--- config.mk ---
export PLATFORM = sky130hd
export DESIGN_NAME = bird_physics
export DESIGN_NICKNAME = d
export VERILOG_FILES = /design/src/rtl/bird_physics.sv
export SDC_FILE = /design/constraint.sdc
export NUM_CORES = 1
export LEC_CHECK = 0
export ABC_AREA = 1
export ABC_CLOCK_PERIOD_IN_PS = 3500
export CORE_ASPECT_RATIO = 1.75
export CORE_MARGIN = 2
export CORE_UTILIZATION = 58
export CTS_BUF_LIST = sky130_fd_sc_hd__clkbuf_4
export CTS_CLUSTER_DIAMETER = 50
export CTS_CLUSTER_SIZE = 12
export DETAILED_ROUTE_END_ITERATION = 10
export PLACE_DENSITY = 0.83
export SYNTH_ARGS = -nofsm -noshare
export SYNTH_HDL_FRONTEND = slang
export SYNTH_SLANG_ARGS = --single-unit
export TNS_END_PERCENT = 1
--- constraint.sdc ---
create_clock -name clk -period 3.5 [get_ports clk]
set_input_delay 0.7 -clock clk [delete_from_list [all_inputs] [get_ports clk]]
set_output_delay 0.7 -clock clk [all_outputs]
set_load 0.01 [all_outputs]
--- src/rtl/bird_physics.sv ---
// bird_physics
//   Vertical motion engine for the bird sprite. It applies gravity, a flap
//   impulse and a terminal velocity, clamps the bird at the ceiling and the
//   floor, and tracks the IDLE / PLAY / DEAD game state. Motion only advances
//   on enable (frame tick) cycles. Button rising edges are captured on every
//   clk cycle and held pending until the next tick.
//
// Ports
//   clk          in   1   system clock
//   reset        in   1   asynchronous, active-low reset
//   enable       in   1   frame-tick pulse, one clk wide
//   start_button in   1   synchronised start level
//   flap_button  in   1   synchronised flap level
//   collided     in   1   pipe-collision flag from the collision stage
//   bird_y       out  10  bird top-edge row
//   bird_vy      out  6   signed velocity, positive = downward
//   game_state   out  2   00 IDLE, 01 PLAY, 10 DEAD (11 behaves as IDLE)
//   hit_ground   out  1   high while DEAD because the bird reached the floor
module bird_physics #(
  parameter logic [9:0] BIRD_Y_START = 10'd240,
  parameter logic [5:0] GRAVITY      = 6'd1,
  parameter logic [5:0] FLAP_IMPULSE = 6'd8,
  parameter logic [5:0] MAX_FALL     = 6'd10,
  parameter logic [9:0] CEILING_Y    = 10'd0,
  parameter logic [9:0] FLOOR_Y      = 10'd464
) (
  input  logic              clk,
  input  logic              reset,
  input  logic              enable,
  input  logic              start_button,
  input  logic              flap_button,
  input  logic              collided,
  output logic [9:0]        bird_y,
  output logic signed [5:0] bird_vy,
  output logic [1:0]        game_state,
  output logic              hit_ground
);

  typedef enum logic [1:0] {
    S_IDLE = 2'b00,
    S_PLAY = 2'b01,
    S_DEAD = 2'b10
  } state_t;

  state_t            r_state, w_state_n;
  logic [9:0]        r_y, w_y_n;
  logic signed [5:0] r_vy, w_vy_n;
  logic              r_hit, w_hit_n;
  logic              r_flap_d, r_start_d;
  logic              r_flap_pend, r_start_pend;

  logic              w_flap, w_start;
  logic signed [6:0] w_vy_inc;
  logic signed [5:0] w_vy_fall;
  logic signed [5:0] w_vy_next;
  logic signed [11:0] w_y_sum;

  // An edge arriving in the same cycle as the tick counts for that tick.
  assign w_flap  = r_flap_pend  | (flap_button  & ~r_flap_d);
  assign w_start = r_start_pend | (start_button & ~r_start_d);

  // Gravity step with terminal-velocity cap; 7-bit sum so the compare
  // cannot overflow before the cap is applied.
  assign w_vy_inc  = {r_vy[5], r_vy} + $signed({1'b0, GRAVITY});
  assign w_vy_fall = (w_vy_inc > $signed({1'b0, MAX_FALL})) ? $signed(MAX_FALL)
                                                            : w_vy_inc[5:0];
  assign w_vy_next = w_flap ? -$signed(FLAP_IMPULSE) : w_vy_fall;

  // 12-bit signed position so going above row 0 is seen as negative.
  assign w_y_sum = $signed({2'b00, r_y}) + {{6{w_vy_next[5]}}, w_vy_next};

  always_comb begin
    w_state_n = r_state;
    w_y_n     = r_y;
    w_vy_n    = r_vy;
    w_hit_n   = r_hit;
    if (enable) begin
      case (r_state)
        S_PLAY: begin
          if (collided) begin
            w_state_n = S_DEAD;
          end else if (w_y_sum <= $signed({2'b00, CEILING_Y})) begin
            w_y_n  = CEILING_Y;
            w_vy_n = '0;
          end else if (w_y_sum >= $signed({2'b00, FLOOR_Y})) begin
            w_y_n     = FLOOR_Y;
            w_vy_n    = '0;
            w_hit_n   = 1'b1;
            w_state_n = S_DEAD;
          end else begin
            w_y_n  = w_y_sum[9:0];
            w_vy_n = w_vy_next;
          end
        end
        S_DEAD: begin
          if (w_start) begin
            w_state_n = S_IDLE;
            w_y_n     = BIRD_Y_START;
            w_vy_n    = '0;
            w_hit_n   = 1'b0;
          end
        end
        default: begin
          // IDLE, and the unused encoding, park the bird at its start row.
          w_y_n     = BIRD_Y_START;
          w_vy_n    = '0;
          w_hit_n   = 1'b0;
          w_state_n = w_start ? S_PLAY : S_IDLE;
        end
      endcase
    end
  end

  always_ff @(posedge clk or negedge reset) begin
    if (!reset) begin
      r_state      <= S_IDLE;
      r_y          <= BIRD_Y_START;
      r_vy         <= '0;
      r_hit        <= 1'b0;
      r_flap_d     <= 1'b0;
      r_start_d    <= 1'b0;
      r_flap_pend  <= 1'b0;
      r_start_pend <= 1'b0;
    end else begin
      r_state      <= w_state_n;
      r_y          <= w_y_n;
      r_vy         <= w_vy_n;
      r_hit        <= w_hit_n;
      r_flap_d     <= flap_button;
      r_start_d    <= start_button;
      // Pending flags last only until the next tick, used or not.
      r_flap_pend  <= enable ? 1'b0 : w_flap;
      r_start_pend <= enable ? 1'b0 : w_start;
    end
  end

  assign bird_y     = r_y;
  assign bird_vy    = r_vy;
  assign game_state = r_state;
  assign hit_ground = r_hit;

endmodule

==> results.cfg <==
[status]
outcome = finished, final reports clean

[grt]
overflow = 0
grt_usage_pct = 25.9
antenna_found_initial = 0
grt_max_degree = 24
grt_pass1_vias = 1810
grt_pass1_wl_um = 7460

[route]
wl_per_cell_um = 13.3
initialDrtViolationCount = 51
routed_wirelength_um = 4940
vias = 1963
first_pass_iters = 4
drc_errors = 0
post_drt_via_cell_ratio = 5.31
ant_nets = 0

[worst_setup_path]
r2r_cells = 23
r2r_setup_slack_ns = 0.14
reg2reg_from = bird_vy[0]
crit_end = bird_y[1]
cp.required_ns = 3.73
r2r_end = bird_y[1]
startpoint = bird_vy[0]
worstPathArrival_ns = 3.59
crit_fanout = 9
crit_path_end_kind = register
start_kind = register
crit_type = reg -> reg

[layout]
area_delta_synth_final_pct = 29.7
fin_nets = 350
insertedDiodeCount = 0
drive_gt1_share_pct = 20.9
final_util_pct = 77.4
fill_cells = 279

[sta]
worst_pin_slew_ns = 1.01
clock_skew_ns = 0.00832
final.period_utilization_pct = 96.0
setup_violations = 0
fmax_ghz = 0.298
hold_violations = 0
final-max-slew-violation-count = 0
period_needed_ns = 3.36
maxSlewHeadroom_pct = 32.8

[die]
start_util_pct = 59.7
die_h_um = 81.0
die_w_um = 48.0
rows = 28
dieArea_um2 = 3890
core_area_um2 = 3290
boundaryPins = 25

[synthesis]
synthCells = 288
synth.distinct_cells = 31
ys_seq_area_share_pct = 29.6
synthArstFlopShare_pct = 100
synth.largest_area_cell = dfrtp_1
ys_top_cells_by_area = dfrtp_1 (24%), nand2_1 (19%), ha_1 (11%)
synth_top_area_share_pct = 24.2
postSynthAreaPerCell_um2 = 6.82
yosysWarnings = 0
synth_top_cells_by_count = nand2_1 (102), inv_1 (41), nand3_1 (20), dfrtp_1 (19), nor2_1 (19)
synth.ff_latch_count = 23
synthesis.area_um2 = 1960
synth_most_common_cell = nand2_1
synthesis.nets = 312
synth_edf_count = 0
synth_top_flop_cell = dfrtp_1

[flow_run]
cap_violations = 0

[power_and_ir_drop]
p_seq_share_pct = 23.0
internal_power_mw = 0.901
p_leak_nw = 1.32
swShare_pct = 48.8
cellPowerDensity_nw_per_um2 = 691
p_clk_share_pct = 7.4
combPwrFrac_pct = 69.6
p_total_mw = 1.76
vdd_drop_max_mv = 0.503
p_sw_mw = 0.858

[place]
place_hpwl_um = 3680
io_buffer_count = 24
gp_congestion = 0.880

[clock_network]
cts_buffers = 3
htreeDepth = 1
clk_pin_slew_ns = 0.14
worstSkewPairLatency_ns = 0.33
cts_tree = done
cts.sink_count = 23
cts.path.max_buffers = 2
cts-root-buf = clkbuf_4
holdBufCountCts = 0

[worst_hold_path]
hp-class = reg -> reg
how the worst min path moves through the flow:
stage	start	end	slack [ns]	cells past startpoint
finish	bird_y[6]	bird_y[6]	0.50	2
CTS	bird_y[4]	bird_y[4]	0.50	2
detailed placement	bird_y[4]	bird_y[4]	0.48	2
global route	bird_y[4]	bird_y[4]	0.52	2
floorplan	reset	bird_vy[0]	0.40	0
global placement	bird_y[4]	bird_y[4]	0.47	2
power by group through the flow:
| stage | Clock [mW] | Sequential [mW] | Combinational (mW) |
|---|---|---|---|
| floorplan | 0 | 0.421 | 0.730 |
| global placement | 0 | 0.402 | 1.01 |
| detailed placement | 0 | 0.406 | 1.03 |
| CTS | 0.125 | 0.401 | 1.04 |
| global route | 0.134 | 0.413 | 1.37 |
| finish | 0.130 | 0.404 | 1.23 |
through the flow:
step	instance area, um2	setup slack [ns]	TNS (ns)	std cells	hold slack, ns
6_report	2550	0.140	0	370	0.496
4_1_cts	2310	0.00798	0	363	0.497
3_5_place_dp	2280	-0.0383	-0.0814	359	0.479
3_3_place_gp	2280	0.0190	0	359	0.474
2_1_floorplan	1960	0.290	0	288	0.404
5_1_grt	2550	-0.120	-1.55	370	0.516
area by class of cell:
cell class | instances | area [um2] | share of cell area, %
Clock buffer | 3 | 22.5 | 0.884
Timing Repair Buffer | 38 | 358 | 14.0
Sequential cell | 23 | 583 | 22.9
Multi-Input combinational cell | 216 | 1360 | 53.2
Clock inverter | 1 | 5.00 | 0.196
Tap cell | 45 | 56.3 | 2.21
Inverter | 44 | 168 | 6.58
repair_timing:
action	in CTS	in global routing
resized for setup	0	35
setup endpoints to repair	0	18
endpoints found under the hold margin	0	0
setup buffers	0	7
metal layers:
layer / global-route usage (%) / share of wire [%]
met4: 10.8 / 2.8
met1: 29.7 / 37
met3: 0.889 / 2.4
met2: 46.8 / 58
met5: 0 / 0
state kept, by name (all words and copies together) (netlist names):
name,cells
bird_vy,6
bird_y,10
game_state,2
hit_ground,1
r_flap_d,1
r_flap_pend,1
r_start_d,1
r_start_pend,1
cell usage in the layout (no fill, tap or decap), types with 3 or more instances in the layout:
| cell | netlist | layout |
|---|---|---|
| dfstp_2 | 4 | 4 |
| nand3_2 | 3 | 5 |
| nand3_1 | 20 | 17 |
| nand3b_1 | 4 | 4 |
| nor2_1 | 19 | 18 |
| o21ai_0 | 4 | 3 |
| clkdlybuf4s50_1 | 0 | 24 |
| ha_1 | 17 | 13 |
| nand4_1 | 11 | 11 |
| nand2_2 | 4 | 9 |
| a21oi_4 | 0 | 3 |
| inv_1 | 41 | 40 |
| a21oi_1 | 9 | 7 |
| clkbuf_4 | 0 | 3 |
| inv_2 | 3 | 3 |
| dfrtp_1 | 19 | 17 |
| ha_4 | 0 | 3 |
| nand2_1 | 102 | 97 |
| nor3_2 | 2 | 3 |
| buf_4 | 0 | 13 |
| nor2_2 | 5 | 5 |
worst max-delay path, cell delays in order (launching register included):
cell	delay (ns)
dfrtp_2	0.48
ha_4	0.20
nand2_2	0.07
o21ai_0	0.08
o21ai_1	0.13
nand2_1	0.12
o31ai_4	0.24
nand2_1	0.14
nor2_2	0.22
ha_4	0.25
nand2_1	0.07
nand2_2	0.09
nor2_4	0.14
inv_2	0.05
nand2_1	0.09
nand2_1	0.06
nand2_1	0.05
nand2_1	0.08
nand3b_1	0.17
nand2_2	0.12
nand2_8	0.09
buf_12	0.14
nand4_1	0.11
nand2_1	0.06
kinds of logic after synthesis:
logic type	count (synthesis)	share of synthesized area, %
xor gates and xnor gates	5	2.23
buffers and inverters	49	10.2
DFF	23	29.6
and+or+nand+nor	173	39.8
adders and majority gates	18	11.8
AOI/OAI and AO/OA	20	6.37
Power figures use the tool's default switching activity.
